$ cat src/rtl/serial_tx.sv
// serial_tx: asynchronous-style serial transmitter (start bit, DATA_W data
// bits LSB first, optional even-parity bit, one stop bit), each bit held for
// CLKS_PER_BIT clocks. The line and the handshake outputs are all driven
// straight from flops.
//
// Handshake: a word is accepted on a rising edge where tx_valid_i=1 and
// tx_ready_o=1. tx_ready_o is high only in IDLE and is registered, so it never
// depends combinationally on tx_valid_i. While tx_ready_o=0 the inputs are
// ignored entirely (no queueing, no overwrite of the frame in flight).
//
// Optional feature: define SERIAL_TX_PARITY_EN to insert an even-parity bit
// (XOR of the payload) between the last data bit and the stop bit.
module serial_tx #(
    parameter int CLKS_PER_BIT = 4,
    parameter int DATA_W       = 8
) (
    input  logic              clk,
    input  logic              rst,
    input  logic [DATA_W-1:0] tx_data_i,
    input  logic              tx_valid_i,
    output logic              tx_ready_o,
    output logic              txd_o,
    output logic              busy_o,
    output logic [2:0]        dbg_state_o
);

    localparam int CNT_W = $clog2(CLKS_PER_BIT + 1);
    localparam int IDX_W = (DATA_W > 1) ? $clog2(DATA_W) : 1;
    localparam logic [CNT_W-1:0] CNT_LAST = CNT_W'(CLKS_PER_BIT - 1);
    localparam logic [CNT_W-1:0] CNT_ONE  = CNT_W'(1);
    localparam logic [IDX_W-1:0] IDX_LAST = IDX_W'(DATA_W - 1);
    localparam logic [IDX_W-1:0] IDX_ONE  = IDX_W'(1);

    typedef enum logic [2:0] {
        IDLE   = 3'd0,
        START  = 3'd1,
        DATA   = 3'd2,
`ifdef SERIAL_TX_PARITY_EN
        PARITY = 3'd3,
`endif
        STOP   = 3'd4
    } state_t;

    state_t            state_q, state_d;
    logic [CNT_W-1:0]  cnt_q, cnt_d;
    logic [IDX_W-1:0]  idx_q, idx_d;
    logic [DATA_W-1:0] shift_q, shift_d;
    logic [DATA_W-1:0] shift_nx;
    logic              txd_q, txd_d;
    logic              ready_q, ready_d;
    logic              busy_q, busy_d;
    logic              bit_last;
`ifdef SERIAL_TX_PARITY_EN
    logic              parity_q, parity_d;
`endif

    assign tx_ready_o  = ready_q;
    assign txd_o       = txd_q;
    assign busy_o      = busy_q;
    assign dbg_state_o = state_q;

    // State register and registered outputs; reset wins over any handshake.
    always_ff @(posedge clk) begin
        if (rst) begin
            state_q  <= IDLE;
            cnt_q    <= '0;
            idx_q    <= '0;
            shift_q  <= '0;
            txd_q    <= 1'b1;
            ready_q  <= 1'b1;
            busy_q   <= 1'b0;
`ifdef SERIAL_TX_PARITY_EN
            parity_q <= 1'b0;
`endif
        end else begin
            state_q  <= state_d;
            cnt_q    <= cnt_d;
            idx_q    <= idx_d;
            shift_q  <= shift_d;
            txd_q    <= txd_d;
            ready_q  <= ready_d;
            busy_q   <= busy_d;
`ifdef SERIAL_TX_PARITY_EN
            parity_q <= parity_d;
`endif
        end
    end

    // Next-state logic; txd_d is the line value for the state being entered,
    // so the flop output lines up exactly with the state it belongs to.
    always_comb begin
        state_d  = state_q;
        cnt_d    = cnt_q;
        idx_d    = idx_q;
        shift_d  = shift_q;
        txd_d    = txd_q;
        shift_nx = shift_q >> 1;
        bit_last = (cnt_q == CNT_LAST);
`ifdef SERIAL_TX_PARITY_EN
        parity_d = parity_q;
`endif
        case (state_q)
            IDLE: begin
                cnt_d = '0;
                idx_d = '0;
                txd_d = 1'b1;
                if (tx_valid_i && ready_q) begin
                    shift_d  = tx_data_i;
`ifdef SERIAL_TX_PARITY_EN
                    parity_d = ^tx_data_i;
`endif
                    state_d  = START;
                    txd_d    = 1'b0;
                end
            end
            START: begin
                if (bit_last) begin
                    cnt_d   = '0;
                    state_d = DATA;
                    txd_d   = shift_q[0];
                end else begin
                    cnt_d = cnt_q + CNT_ONE;
                end
            end
            DATA: begin
                if (bit_last) begin
                    cnt_d = '0;
                    if (idx_q == IDX_LAST) begin
`ifdef SERIAL_TX_PARITY_EN
                        state_d = PARITY;
                        txd_d   = parity_q;
`else
                        state_d = STOP;
                        txd_d   = 1'b1;
`endif
                    end else begin
                        idx_d   = idx_q + IDX_ONE;
                        shift_d = shift_nx;
                        txd_d   = shift_nx[0];
                    end
                end else begin
                    cnt_d = cnt_q + CNT_ONE;
                end
            end
`ifdef SERIAL_TX_PARITY_EN
            PARITY: begin
                if (bit_last) begin
                    cnt_d   = '0;
                    state_d = STOP;
                    txd_d   = 1'b1;
                end else begin
                    cnt_d = cnt_q + CNT_ONE;
                end
            end
`endif
            STOP: begin
                if (bit_last) begin
                    cnt_d   = '0;
                    state_d = IDLE;
                    txd_d   = 1'b1;
                end else begin
                    cnt_d = cnt_q + CNT_ONE;
                end
            end
            default: begin
                state_d = IDLE;
                cnt_d   = '0;
                idx_d   = '0;
                txd_d   = 1'b1;
            end
        endcase
        ready_d = (state_d == IDLE);
        busy_d  = (state_d != IDLE);
    end

endmodule

$ cat config.mk
export PLATFORM = sky130hd
export DESIGN_NAME = serial_tx
export DESIGN_NICKNAME = d
export VERILOG_FILES = /design/src/rtl/serial_tx.sv
export SDC_FILE = /design/constraint.sdc
export NUM_CORES = 1
export LEC_CHECK = 0
export ABC_AREA = 0
export ABC_CLOCK_PERIOD_IN_PS = 2650
export CAP_MARGIN = 20
export CORE_MARGIN = 5
export CORE_UTILIZATION = 50
export CTS_BUF_LIST = sky130_fd_sc_hd__clkbuf_8
export CTS_CLUSTER_DIAMETER = 120
export DETAILED_ROUTE_END_ITERATION = 6
export PLACE_DENSITY = 0.82
export REMOVE_ABC_BUFFERS = 1
export SLEW_MARGIN = 20
export SYNTH_ARGS = -nofsm -noshare
export SYNTH_HDL_FRONTEND = slang
export SYNTH_SLANG_ARGS = --single-unit
$ cat constraint.sdc
create_clock -name clk -period 2.65 [get_ports clk]
set_clock_uncertainty 0.15 [all_clocks]
set_input_delay 0.795 -clock clk [delete_from_list [all_inputs] [get_ports clk]]
set_output_delay 0.795 -clock clk [all_outputs]
set_load 0.02 [all_outputs]
Word-level counts from Yosys, hierarchy flattened

Index checks and enable logic that the tools add are counted.

Register bits after elaboration: 20
Input port bits: 11
Output and inout port bits: 6
Word-level logic and storage cells: 51

$add $sub $neg: 2
Equality and inequality tests: 10
Mux-type cells: 19
Bitwise operators: 2
Reduce and logical (&&, ||, !) cells: 11

Operator list:

| operator              | number |
|---|---|
| $mux W8               | 3 |
| $mux W3               | 7 |
| $pmux W8 S2           | 1 |
| $pmux W3 S4           | 1 |
| $ne A2 B2 Y1 const B  | 5 |
| $add A3 B1 Y3 const B | 2 |
| $eq A3 B2 Y1 const B  | 2 |
| $eq A3 B3 Y1 const B  | 2 |
| $logic_not A3 Y1      | 2 |
| $pmux W3 S2           | 1 |
| $reduce_and A3 Y1     | 2 |
| $reduce_or A3 Y1      | 2 |
| $mux W1               | 5 |
| $pmux W1 S4           | 1 |
| $reduce_and A4 Y1     | 1 |
| $eq A3 B1 Y1 const B  | 1 |
| $reduce_bool A3 Y1    | 1 |
| $not A1 Y1            | 2 |
| $reduce_bool A2 Y1    | 1 |
| $reduce_or A2 Y1      | 1 |
| $logic_and A1 B1 Y1   | 1 |

Longest topological paths before layout

Gate-level depths: netlist of the first run.

Depth in word-level cells: 5
Mapped depth: 7

Worst setup path before layout of the first run

Ideal clock, no wire load.

Path type: input to register
From: input port tx_valid_i
To: register shift_q[3]
Arrival time: 1.650 ns
Slack: 0.771 ns
Cell stages on the path: 5
Cells stage by stage: nand3b_1 > a211oi_4 > buf_6 > nor2_1 > a211oi_2

Cells in the longest elaborated chain, start to end: 3

RTL lines:

| what                        | line | source |
|---|---|---|
| from (decl)                 | 20   | `input logic tx_valid_i,` |
| $logic_and A1 B1 Y1         | 107  | `if (tx_valid_i && ready_q) begin` |
| $ne A2 B2 Y1 (no line)      | --   |  |
| $reduce_and A4 Y1 (no line) | --   |  |
| to (signal assigned)        | 79   | `shift_q <= shift_d;` |
| to (decl)                   | 47   | `logic [DATA_W-1:0] shift_q, shift_d;` |

No other way between the ends.
A chain may end at the register's enable or synchronous reset.

Worst setup path in the final report of the first run

From: register ready_q (netlist: tx_ready_o)
To: output port tx_ready_o

RTL lines:

| what                   | line | source |
|---|---|---|
| from (decl)            | 50   | `logic ready_q, ready_d;` |
| from (signal assigned) | 81   | `ready_q <= ready_d;` |
| to (decl)              | 21   | `output logic tx_ready_o,` |

No word-level cell between the ends.

==> metrics.txt, run 1 <==
number of port buffers 16; net count of the finished layout 145; Layout Area Growth over Synthesis 22.7%; final antenna diode count 0; Die X-Extent 55.3 um; Setup TNS 0 ns; Lkg Pwr 0.447 nW; count of final max-slew check failures 0; capturing point of the worst reg2reg path shift_q[2]; buffer type at the clock tree root clkbuf_8; overall power of the completed layout 0.616 mW; number of nets with antenna violations after detailed routing 0; cell taking the most area after synthesis dfxtp_1; cell count after synthesis 110; Seq cells post-synth 20; TritonCTS clock tree yes; critical path cell sequence clkdlybuf4s50_1; Fmax achieved 457 MHz; final hold violation count 0; setup repair after global routing missed its margin no; cell types with the largest area share after synthesis dfxtp_1 (39%), mux2i_1 (7.8%), nor2_1 (6.2%), ha_1 (6.1%), a211oi_1 (5.1%); Worst Reg2Reg Path Length in Cells 7; largest net degree at the start of global routing 20; crit start category flip-flop; area taken by multi-input logic gates 571 um^2; part of the cycle the worst path needs 0.825; Worst Tran Pin Value 0.550 ns; count of routing violations after the opening detailed-route iteration 10; top-area cell type share of the netlist area 0.390; number of standard-cell rows in the floorplan 16; total CTS buffers 3; top cells by count, synth dfxtp_1 (20), nor2_1 (17), mux2i_1 (8); biggest cell delay along the critical path 0.62 ns; CTS Hold Buffers Added 0; number of enable flip-flop cells after synthesis 0; postcts setup bufs 0; die height 55.3 um; type of the most critical hold path reg -> reg; RR Startpoint idx_q[0]; Avg Cell Area, Syn 9.33 um^2; wire length after detailed routing 1930 um; number of iterations in the first detailed-routing pass 2; CP top delay family buffers and inverters; start point of the worst hold path cnt_q[0]; Max H-tree Level 1; initial antenna violation count 0; Die Footprint 3060 um^2; arrival time of the worst setup path 1.24 ns; startpoint-to-endpoint class of the critical path reg -> out; storage element area 400 um^2; GRT Residual Overflow 0; critical path endpoint category output port; Wirelength per Cell 12.5 um; clock slew at the register clock pins of the worst setup and hold paths 0.07 ns; largest fanout on the critical path 4; summed instance area of the synthesized netlist 1030 um^2; Synth warnings 0; proportion of synthesized chip area in sequential cells 0.390; ratio of cells with drive above 1 in the final layout 0.110; Min-Delay Path Depth 1; number of I/O pins 17; vias per inst 5.29; CTS sink cnt 20; power density cells 489 nW/um^2; number of distinct library cells after synthesis 34; IR Drop Worst-Case VDD 0.318 mV; commonest register cell after synthesis dfxtp_1; Total GRT Usage 0.134; floorplan core area 1960 um^2; Final Wtd Congestion 0.740; maximum count of clock buffers along a single path 2; critical path data required time 1.71 ns; starting density of the core 0.523; via count of the routed design 814; post-CTS sizing 0; max cap viols 0; r2r setup slk 0.67 ns; Async SR Flop Fraction 0; Post-Place Worst Slack 0.244 ns; detailed-route DRC error count 0; vias in the first global route 797; Worst Hold Endpoint cnt_q[0]; clk_lat worst skew 0.25 ns; cell with the largest stage delay on the worst path clkdlybuf4s50_1; outcome finished clean; total of endpoints with negative setup slack in the final report 0; Tmin final 2.19 ns; remaining max-slew budget at the tightest pin 0.633; first-pass GRT wire length 3430 um; PnR worst setup slack 0.463 ns; buffer and inverter count on the worst path 1; dominant cell by count in the synthesized netlist dfxtp_1; Final HPWL DP 1370 um; number of fill cells 189
-- sequential cells by signal (all words and copies together) (netlist names) --
| signal | flops |
|---|---|
| busy_o | 1 |
| cnt_q | 3 |
| dbg_state_o | 3 |
| idx_q | 3 |
| shift_q | 8 |
| tx_ready_o | 1 |
| txd_o | 1 |
-- layout by cell type, fill, tap and decap left out, types with 2 or more instances in the layout --
cell / instances
dfxtp_1: 20
clkdlybuf4s50_1: 16
inv_1: 4
a32oi_1: 2
a211oi_1: 7
a21oi_1: 6
nand3b_1: 5
nor2_1: 17
clkbuf_8: 3
nor3_1: 4
nand2b_1: 4
a211oi_2: 2
buf_4: 5
mux2i_1: 8
ha_1: 5
o21ai_0: 3
-- stage by stage --
step | instance area [um^2] | hold slack (ns) | utilization | cells
final | 1260 | 0.267 | 0.642 | 154
after global routing | 1260 | 0.306 | 0.642 | 154
after CTS | 1260 | 0.274 | 0.642 | 154
after detailed placement | 1220 | 0.264 | 0.621 | 151
after global placement | 1220 | 0.259 | 0.621 | 151
after floorplan | 986 | 0.249 | - | 103
-- per-layer routing --
layer | global-route usage | share of wire | vias to the layer above
met2 | 0.196 | 0.45 | 6
met5 | 0 | 0 | -
met4 | 0.0451 | 0.0052 | 0
met1 | 0.191 | 0.52 | 374
li1 | - | - | 432
met3 | 0.0326 | 0.022 | 2
-- kinds of logic after synthesis --
group | count (synthesis) | synth area share
AND/OR/NAND/NOR | 39 | 0.211
XOR/XNOR | 1 | 0.00854
multiplexers | 9 | 0.0890
AO/OA/AOI/OAI | 25 | 0.187
buffers and inverters | 11 | 0.0537
adder cells (fa/ha/maj) | 5 | 0.0610
flip-flops | 20 | 0.390
-- worst max-delay path by stage --
stage / startpoint / to / cells past startpoint
after global placement: tx_valid_i / shift_q[1] / 6
final: tx_ready_o / tx_ready_o / 1
after detailed placement: tx_valid_i / shift_q[2] / 6
after global routing: tx_valid_i / shift_q[2] / 6
after floorplan: idx_q[0] / shift_q[3] / 6
after CTS: tx_ready_o / tx_ready_o / 1
-- area by class of cell --
class                      instances  area share
clock buffer                       3      0.0328
timing repair buffer              21       0.157
multi-input combinational         79       0.453
sequential                        20       0.318
inverter                           4      0.0119
tap                               27      0.0268
-- power breakdown --
part	internal, mW	switching (mW)
Clock	0.101	0.0852
Sequential	0.319	0.00994
Combinational	0.0522	0.0488
No activity file was read; power rests on OpenSTA's default activity.
==> run 2: changes to the inputs <==
- ABC_CLOCK_PERIOD_IN_PS: 2650 -> 1900
- CORE_UTILIZATION: 50 -> 49
- PLACE_DENSITY: 0.82 -> 0.83
- clock period: 2.65 -> 1.9 ns (I/O delays scaled with it)
==> run 2 against run 1 <==
Net effect: combinational power increased by 69%; worst setup slack got worse by 0.44 ns; first-iteration DRC count increased to 2.8 times the previous value; sequential cell count unchanged; non-clock buffer count increased by 10; sequential power increased by 40%; utilization increased by 9.3 points; largest cell class unchanged.
==> metrics.txt, run 2 (synthesized netlist as in run 1, its figures left out) <==
maximum count of clock buffers along a single path 2 (unchanged); via count of the routed design 933 (+15%); critical path data required time 1.89 ns (+0.18 ns); CP top delay family buffers and inverters; max cap viols 0 (unchanged); largest net degree at the start of global routing 20 (unchanged); critical path endpoint category flip-flop; type of the most critical hold path reg -> reg; Layout Area Growth over Synthesis 41.8%; Final Wtd Congestion 0.822 (+11%); number of port buffers 16 (unchanged); total CTS buffers 3 (unchanged); count of routing violations after the opening detailed-route iteration 28 (+18); clock slew at the register clock pins of the worst setup and hold paths 0.07 ns (about the same); arrival time of the worst setup path 1.87 ns (+0.63 ns); final hold violation count 0 (unchanged); part of the cycle the worst path needs 0.987; biggest cell delay along the critical path 0.47 ns (-0.15 ns); clk_lat worst skew 0.25 ns (about the same); Worst Tran Pin Value 0.335 ns (-0.215 ns); flip-flop count of the largest register, all copies and words added 8 (unchanged); number of nets with antenna violations after detailed routing 0 (unchanged); Lkg Pwr 0.548 nW (+23%); ratio of cells with drive above 1 in the final layout 0.268 (+0.158); number of iterations in the first detailed-routing pass 4 (+2); buffer and inverter count on the worst path 3 (+2); vias per inst 5.65 (+7.0%); TritonCTS clock tree yes; remaining max-slew budget at the tightest pin 0.776 (+0.144); Die Footprint 3110 um^2 (+1.7%); final antenna diode count 0 (unchanged); cell with the largest stage delay on the worst path clkdlybuf4s50_1; power density cells 719 nW/um^2 (+47%); most common library cell in the layout ignoring fill and taps dfxtp_1; vias in the first global route 888 (+11%); register with the most flip-flops shift_q; outcome finished clean; Wirelength per Cell 14.5 um (+16%); number of standard-cell rows in the floorplan 16 (unchanged); crit start category input port; global routing met1 resource utilization 0.176 (-0.0150); area taken by multi-input logic gates 633 um^2 (+11%); global routing met3 resource utilization 0.0278 (-0.00479); Fmax achieved 533 MHz; CTS sink cnt 20 (unchanged); Final HPWL DP 1550 um (+13%); IR Drop Worst-Case VDD 0.544 mV (+71%); Post-Place Worst Slack -0.282 ns (-0.526 ns); number of fill cells 122 (-35%); storage element area 403 um^2 (+0.62%); GRT Residual Overflow 0 (unchanged); critical path cell sequence clkdlybuf4s50_1 > nand3b_1 > a211oi_4 > clkbuf_16 > buf_4 > a211oi_2; first-pass GRT wire length 3620 um (+5.6%); largest fanout on the critical path 7 (+3); M2 GR Usage 0.226 (+0.0304); total of endpoints with negative setup slack in the final report 0 (unchanged); detailed-route DRC error count 0 (unchanged); net count of the finished layout 155 (+6.9%); buffer type at the clock tree root clkbuf_8; starting density of the core 0.518 (-0.00528); Tmin final 1.88 ns; Die X-Extent 55.8 um (+0.83%); die height 55.8 um (+0.83%); wire length after detailed routing 2400 um (+24%); most used routing layer met2; initial antenna violation count 0 (unchanged); final hold slack 0.273 ns (+0.00608 ns); floorplan core area 1980 um^2 (+1.0%); commonest cells after routing, fill and taps aside dfxtp_1 (18), nor2_1 (14), buf_4 (13); number of I/O pins 17 (unchanged); startpoint-to-endpoint class of the critical path in -> reg; setup repair after global routing missed its margin yes; Max H-tree Level 1 (unchanged); CTS Hold Buffers Added 0 (unchanged); Total GRT Usage 0.142 (+0.00811); count of final max-slew check failures 0 (unchanged); PnR worst setup slack 0.0243 ns (-0.439 ns)
## run 2: area by class of cell
class                           instances  share of cell area
Multi-Input combinational cell         79               0.435
Sequential cell                        20               0.277
Timing Repair Buffer                   31               0.206
Clock buffer                            3              0.0284
Tap cell                               27              0.0232
Clock inverter                          1              0.0206
Inverter                                4              0.0103
## run 2: worst paths after layout
| kind | startpoint | endpoint | cells past startpoint | slack (ns) |
|---|---|---|---|---|
| worst max-delay path | tx_valid_i | shift_q[5] | 6 | 0.02 |
| worst min register to register | cnt_q[0] | cnt_q[0] | 1 | 0.27 |
| worst min-delay path | cnt_q[0] | cnt_q[0] | 1 | 0.27 |
| worst max register to register | idx_q[1] | shift_q[5] | 7 | 0.04 |
## run 2: metal layers
layer | part of all wire | wire, um
met3 | 0.050 | 121
met1 | 0.43 | 1040
met4 | 0.0075 | 18
met2 | 0.51 | 1220
met5 | 0 | 0
## run 2: power breakdown
part / internal (mW) / switching (mW) / leakage, nW
Clock: 0.281 / 0.133 / 0.0357
Sequential: 0.445 / 0.0165 / 0.165
Combinational: 0.0893 / 0.0814 / 0.347
## run 2: what timing repair did
item,CTS,global route
resized for setup,6,17
gates cloned,0,1
endpoints found under the setup margin,6,12
pin swaps,0,10
buffers inserted,0,3
## run 2: stage by stage
step           cell area, um^2  power, mW  utilization  setup TNS (ns)  std cells
6_report                  1460       1.05        0.734               0        165
5_1_grt                   1460       1.09        0.734          -0.101        165
4_1_cts                   1340       1.03        0.677               0        161
3_5_place_dp              1270      0.617        0.643           -1.80        157
3_3_place_gp              1270      0.611        0.643           -1.38        157
2_1_floorplan              986      0.545            -          -0.226        103
==> run 3: changes to the inputs <==
- ABC_CLOCK_PERIOD_IN_PS: 1900 -> 1950
- CORE_UTILIZATION: 49 -> 50
- CTS_CLUSTER_DIAMETER: 120 -> not set
- PLACE_DENSITY: 0.83 -> 0.82
- clock period: 1.9 -> 1.95 ns (I/O delays scaled with it)
==> run 3 against run 2 <==
Net effect: die area down 1.6%; non-clock buffer count rose by 2; wire length is 2.5% lower; largest cell class unchanged; cell count rose by 0.61%; sequential share of layout area rose by 0.31 points; power shrank 15%; register-to-register slack improved by 0.06 ns; sequential power fell by 3%; sequential cell count stayed put; clock power decreased by 35%; combinational power is essentially flat; first-iteration DRC count shrank 11%.
==> metrics.txt, run 3 (synthesized netlist as in run 1, its figures left out) <==
r2r setup slk 0.10 ns (+0.06 ns); CTS sink cnt 20 (unchanged); Lkg Pwr 0.538 nW (-1.9%); wire length after detailed routing 2340 um (-2.5%); commonest cells after routing, fill and taps aside dfxtp_1 (18), nor2_1 (17), buf_4 (15); arrival time of the worst setup path 1.18 ns (-0.69 ns); maximum count of clock buffers along a single path 2 (unchanged); capturing point of the worst reg2reg path shift_q[4]; most common library cell in the layout ignoring fill and taps dfxtp_1; buffer and inverter count on the worst path 1 (-2); type of the most critical hold path reg -> reg; Worst Reg2Reg Path Length in Cells 7 (unchanged); die height 55.3 um (-0.82%); number of iterations in the first detailed-routing pass 4 (unchanged); Layout Area Growth over Synthesis 40.2%; number of I/O pins 17 (unchanged); critical path data required time 1.21 ns (-0.68 ns); outcome finished clean; post-route standard cell area excluding fillers 1440 um^2 (-1.1%); final hold slack 0.291 ns (+0.0180 ns); largest fanout on the critical path 2 (-5); final antenna diode count 0 (unchanged); Final Wtd Congestion 0.726 (-12%); Worst Tran Pin Value 0.340 ns (+0.00500 ns); vias per inst 5.42 (-4.1%); Wirelength per Cell 14.1 um (-3.0%); Final HPWL DP 1520 um (-1.7%); buffer type at the clock tree root clkbuf_8; overall power of the completed layout 0.889 mW (-15%); register with the most flip-flops shift_q; critical path cell sequence clkdlybuf4s50_1; CP top delay family buffers and inverters; area of placed instances 1270 um^2 (-0.59%); number of instances in the placed design 156 (-0.64%); starting density of the core 0.523 (+0.00528); clk_lat worst skew 0.26 ns (about the same); GRT Residual Overflow 0 (unchanged); Fmax achieved 522 MHz; RR Startpoint idx_q[0]; clock slew at the register clock pins of the worst setup and hold paths 0.07 ns (about the same); final hold violation count 0 (unchanged); floorplan core area 1960 um^2 (-1.0%); number of standard-cell rows in the floorplan 16 (unchanged); detailed-route DRC error count 0 (unchanged); total of endpoints with negative setup slack in the final report 0 (unchanged); Max H-tree Level 1 (unchanged); initial antenna violation count 0 (unchanged); number of standard cells in the layout, taps in and fillers out 166 (+0.61%); critical path endpoint category output port; startpoint-to-endpoint class of the critical path reg -> out; max cap viols 0 (unchanged); biggest cell delay along the critical path 0.60 ns (+0.13 ns); Critical path origin dbg_state_o[1]; ratio of cells with drive above 1 in the final layout 0.252 (-0.0163); net count of the finished layout 157 (+1.3%); count of final max-slew check failures 0 (unchanged); part of the cycle the worst path needs 0.983; count of routing violations after the opening detailed-route iteration 25 (-11%); power density cells 618 nW/um^2 (-14%); vias in the first global route 841 (-5.3%); Tmin final 1.92 ns; crit start category flip-flop; number of cells on the critical path 1 (-5); Die Footprint 3060 um^2 (-1.6%); IR Drop Worst-Case VDD 0.548 mV (+0.63%); Total GRT Usage 0.148 (+0.00574); flip-flop count of the largest register, all copies and words added 8 (unchanged); first-pass GRT wire length 3700 um (+2.1%); number of nets with antenna violations after detailed routing 0 (unchanged); largest net degree at the start of global routing 20 (unchanged); setup repair after global routing missed its margin no; number of fill cells 153 (+25%); total CTS buffers 3 (unchanged); cell with the largest stage delay on the worst path clkdlybuf4s50_1; via count of the routed design 900 (-3.5%); end of the critical path dbg_state_o[1]; number of port buffers 16 (unchanged); Setup TNS 0 ns (unchanged); TritonCTS clock tree yes; Die X-Extent 55.3 um (-0.82%); remaining max-slew budget at the tightest pin 0.771 (-0.00504)
==> run 3: cell types whose count changed in the layout (fill, tap and decap cells not counted), sizes merged <==
cell,delta
dlygate4sd2,-3
buf,+2
clkdlybuf4s50,+2
bufinv,-1
dlymetal6s2s,+1
==> run 3: how the worst min path moves through the flow <==
stage / startpoint / end / slack, ns / cells past startpoint
after global placement: cnt_q[0] / cnt_q[0] / 0.26 / 1
final: cnt_q[0] / cnt_q[0] / 0.29 / 1
after detailed placement: cnt_q[0] / cnt_q[0] / 0.28 / 1
after global routing: cnt_q[0] / cnt_q[0] / 0.31 / 1
after floorplan: cnt_q[0] / cnt_q[0] / 0.25 / 1
after CTS: cnt_q[0] / cnt_q[0] / 0.29 / 1
==> run 3: metal layers <==
layer	routed length [um]	global-route usage	share of wire	up-vias
met5	0	0	0	-
met4	16	0.0625	0.0068	0
met3	72	0.0280	0.031	2
met2	1210	0.238	0.52	18
met1	1040	0.191	0.45	422
li1	-	-	-	458
==> run 3: through the flow <==
step                utilization  setup slack, ns
finish                    0.733           0.0337
global route              0.733           0.0105
CTS                       0.667          0.00274
detailed placement        0.646           -0.201
global placement          0.646           -0.176
floorplan                     -           0.0103
==> run 3: what timing repair did <==
item / 4_1_cts / 5_1_grt
cloned: 0 / 1
gates resized for setup: 3 / 14
pin swaps: 0 / 3
buffers inserted: 0 / 6
hold buffers: 0 / 0
endpoints found under the setup margin: 3 / 13
==> run 3: report_power, final <==
part | switching, mW | leakage [nW] | internal, mW
combinational | 0.0784 | 0.351 | 0.0960
clock | 0.131 | 0.0216 | 0.138
sequential | 0.0132 | 0.165 | 0.433
total | 0.222 | 0.538 | 0.667
==> run 3: layout make-up <==
cell class | instances | area [um^2] | area share
clock buffer | 3 | 41.3 | 0.0287
multi-input combinational | 79 | 626 | 0.435
tap | 27 | 33.8 | 0.0235
timing repair buffer | 33 | 320 | 0.223
inverter | 4 | 15.0 | 0.0104
sequential | 20 | 403 | 0.280
